## config.mk

```make
export PLATFORM = sky130hd
export DESIGN_NAME = dmem_ram
export DESIGN_NICKNAME = d
export VERILOG_FILES = /design/src/rtl/dmem_ram.sv
export SDC_FILE = /design/constraint.sdc
export NUM_CORES = 2
export LEC_CHECK = 0
export BUFFER_PORTS_ARGS = -buffer_cell sky130_fd_sc_hd__buf_4
export CAP_MARGIN = 15
export CORE_AREA = 2 2 388 390
export CTS_CLUSTER_SIZE = 24
export DETAILED_ROUTE_END_ITERATION = 10
export DIE_AREA = 0 0 390 392
export PLACE_DENSITY_LB_ADDON = 0.3
export SLEW_MARGIN = 30
export SYNTH_ARGS = -nofsm -noshare
export SYNTH_HDL_FRONTEND = slang
export SYNTH_SLANG_ARGS = --single-unit
```

## constraint.sdc

```tcl
create_clock -name clk -period 4.7 [get_ports clk]
set_input_delay 0.705 -clock clk [delete_from_list [all_inputs] [get_ports clk]]
set_output_delay 0.705 -clock clk [all_outputs]
set_load 0.03 [all_outputs]
```

## src/rtl/dmem_ram.sv

```systemverilog
// DEPTH x 32 data RAM: synchronous write, combinational read, no reset.
module dmem_ram #(
    parameter int unsigned DEPTH = 64,
    parameter int unsigned AW    = $clog2(DEPTH)
) (
    input  logic          clk,
    input  logic          we_i,
    input  logic [AW-1:0] addr_i,
    input  logic [31:0]   wdata_i,
    output logic [31:0]   rdata_o
);

    logic [31:0] mem_q [DEPTH];

    always_ff @(posedge clk) begin
        if (we_i) begin
            mem_q[addr_i] <= wdata_i;
        end
    end

    assign rdata_o = mem_q[addr_i];

endmodule

```

==> impl_metrics.tcl <==
set metrics [dict create \
    post_cts.repair.setup_buffers 0 \
    slew-limit-headroom_pct 33.7 \
    tightest_slew_ns 0.992 \
    post-route-drc-count 0 \
    synth_nets 4247 \
    fin_crit_ns 4.69 \
    cts.sinks 2048 \
    ys_seq_area_share_pct 78.6 \
    dp_hpwl_um 124000 \
    grt.total_usage_pct 27.4 \
    finalSetupTns_ns 0 \
    synth_cells 4207 \
    synth_ff_type "edfxtp_1" \
    core_area_mm2 0.149 \
    drive_gt1_share_pct 21.0 \
    syn_area_mm2 0.0783 \
    dr.first_iter.drc_count 6357 \
    drt.antenna.violating_nets 0 \
    cts-htree-levels 4 \
    num_rows 142 \
    drtPass1Iterations 6 \
    reg_top3 "mem_q (2048)" \
    end_kind "output pin" \
    power_density_mw_per_mm2 419 \
    grt_pass1_wl_um 301000 \
    dieArea_mm2 0.153 \
    critical_path_class "input pin to output pin" \
    portBuffers 71 \
    gp_congestion 0.911 \
    largest_reg_flops 2048 \
    vias 43600 \
    peakVddDrop_mv 0.363 \
    final_util_pct 60.3 \
    synth-seq-cells 2048 \
    cts_buffer_depth 3 \
    status "complete, no violations" \
    start_util_pct 52.6 \
    finalHoldViolations 0 \
    hold_path.class "input pin to flop" \
    async_flop_share_pct 0 \
    setup_viol 0 \
    startpoint_type "input pin" \
    yosysUniqueCellTypes 55 \
    syn_to_final_growth_pct 14.7 \
    finalNetCount 4508 \
    grt_pass1_vias 41900 \
    grt_remaining_overflow 0 \
    crit_slowest_cell "nand4_1" \
    required_ns 3.99 \
    root_buffer "clkbuf_16" \
    dieHeight_um 392 \
    synth_edf_count 2048 \
    viasPerCell 6.63 \
    cap_viol_max_count 0 \
    finalCritPeriodShare_pct 99.7 \
    top_register "mem_q" \
    crit_arrival_ns 3.98 \
    syn_area_per_cell_um2 18.6 \
    yosys_warnings 0 \
    grt_max_degree 106 \
    post_drt_wl_per_cell_um 32.0 \
    path_cells "buf_8, buf_12, buf_16, nor2_4, buf_12, a22oi_1, nor2_1, or3_1, a2111oi_4, nand4_1, buf_4, buf_4" \
    clk_pin_slew_worst_paths_ns 0.06 \
    cts_buffers 192 \
    fin_cells 6578 \
    place_inst 6218 \
    drt_wl_total_um 210000 \
    slew_violations 0 \
    die_x_um 390 \
    antenna_found_initial 17 \
    leakagePower_uw 0.0291 \
    cts_tree "built" \
    timing.fmax_mhz 213 \
    cpPeakStageDelay_ns 0.50 \
    cp_max_fo 38 \
    io_pins 72 \
]
## power by group
| group | total, uW | internal (uW) | switching (uW) | leakage, uW |
|---|---|---|---|---|
| registers | 20300 | 20200 | 28.4 | 0.0184 |
| clock network | 15100 | 8490 | 6580 | 0.00299 |
| logic | 2270 | 731 | 1540 | 0.00765 |
| total | 37600 | 29400 | 8140 | 0.0291 |
## synthesized netlist by cell type (all sizes together) (2+ instances only)
cell type  instances  area share (%)
and3              85            0.68
nand3b             2           0.019
buf              129            0.87
o311ai             2           0.022
nand4              3           0.024
or3                4           0.032
a22oi            188             1.8
o2bb2ai           15            0.17
mux2i            259             3.3
nor4              14            0.11
a22o              66            0.74
a31oi             43            0.34
a221o             15            0.19
nand3             54            0.35
o22a              70            0.78
and2               5           0.040
a221oi           175             2.0
clkbuf           169            0.82
nand2             28            0.13
o22ai             93            0.74
a222oi            16            0.20
nor2b              8           0.064
a2111oi           15            0.17
and3b              2           0.022
a211oi            17            0.16
or4b              14            0.18
inv                2          0.0096
nand2b            18            0.14
mux4              96             2.8
o221ai             6           0.067
a21oi            121            0.77
or4               15            0.14
mux2             147             2.1
edfxtp          2048              79
nor3              22            0.14
nor2             145            0.70
o21ai             85            0.54
## worst max-delay path, delay by kind of cell
kind,cells,cell delay [ns]
AND/OR/NAND/NOR,4,1.14
AO/OA/AOI/OAI,2,0.56
buffers and inverters,6,1.42
## final timing paths
kind | from | slack [ns] | cells past startpoint | endpoint
max | addr_i[1] | 0.01 | 12 | rdata_o[0]
min | wdata_i[28] | 0.44 | 1 | mem_q[1][28]
## cells in the final DEF (no fill, tap or decap), types with 17 or more instances in the layout
| cell type | count |
|---|---|
| a211oi_1 | 17 |
| a21oi_1 | 121 |
| a221oi_1 | 175 |
| a22o_1 | 66 |
| a22oi_1 | 187 |
| a31oi_1 | 43 |
| and3_1 | 85 |
| buf_12 | 71 |
| buf_4 | 289 |
| clkbuf_1 | 47 |
| clkbuf_16 | 196 |
| clkinv_1 | 37 |
| clkinv_2 | 45 |
| edfxtp_1 | 2048 |
| mux2_2 | 147 |
| mux2i_1 | 259 |
| mux4_2 | 96 |
| nand2_1 | 27 |
| nand3_1 | 53 |
| nor2_1 | 76 |
| nor2_4 | 67 |
| nor3_1 | 19 |
| o21ai_0 | 84 |
| o22a_1 | 70 |
| o22ai_1 | 93 |
## layer usage
metal  wire length, um  global-route usage (%)  vias to the layer above  share of wire [%]
met4              5840                    7.92                       14                2.8
met2             96600                    41.9                     2733                 46
li1                  -                       -                    18100                  -
met5                92                       0                        -              0.044
met3             25100                    6.52                      375                 12
met1             82800                    39.7                    22500                 39
## what timing repair did
item,4_1_cts,5_1_grt
pin swaps,1,1
endpoints found under the hold margin,0,0
endpoints found under the setup margin,1,3
resized for setup,2,5
hold buffers,0,0
## metrics by stage
stage	setup WS, ns	power, uW	cell area (um^2)	hold slack (ns)
2_1_floorplan	0.756	21700	78300	0.804
3_3_place_gp	-0.329	22800	83700	1.28
3_5_place_dp	-0.406	22900	83700	1.29
4_1_cts	0.0377	37700	89800	0.421
5_1_grt	-0.00605	38500	89800	0.466
6_report	0.0127	37600	89800	0.438
## cells by family (layout without fill, tap and decap cells)
| group | count (synthesis) | after routing | synth area share [%] |
|---|---|---|---|
| buffers and inverters | 300 | 724 | 1.70 |
| flip-flops | 2048 | 2048 | 78.6 |
| AO/OA/AOI/OAI | 933 | 933 | 8.73 |
| AND/OR/NAND/NOR | 424 | 424 | 2.83 |
| other | 0 | 3 | 0 |
| multiplexers | 502 | 502 | 8.19 |
## cell type report
type                       count  area, um^2
timing repair buffer         365        3670
tap                         1944        2430
antenna                        3        7.51
multi-input combinational   1859       16100
sequential                  2048       61500
fill                       10500       59100
inverter                       2        15.0
clock buffer                 243        5080
clock inverter               114        1010
Note: power is estimated with default switching activity, not from simulation.
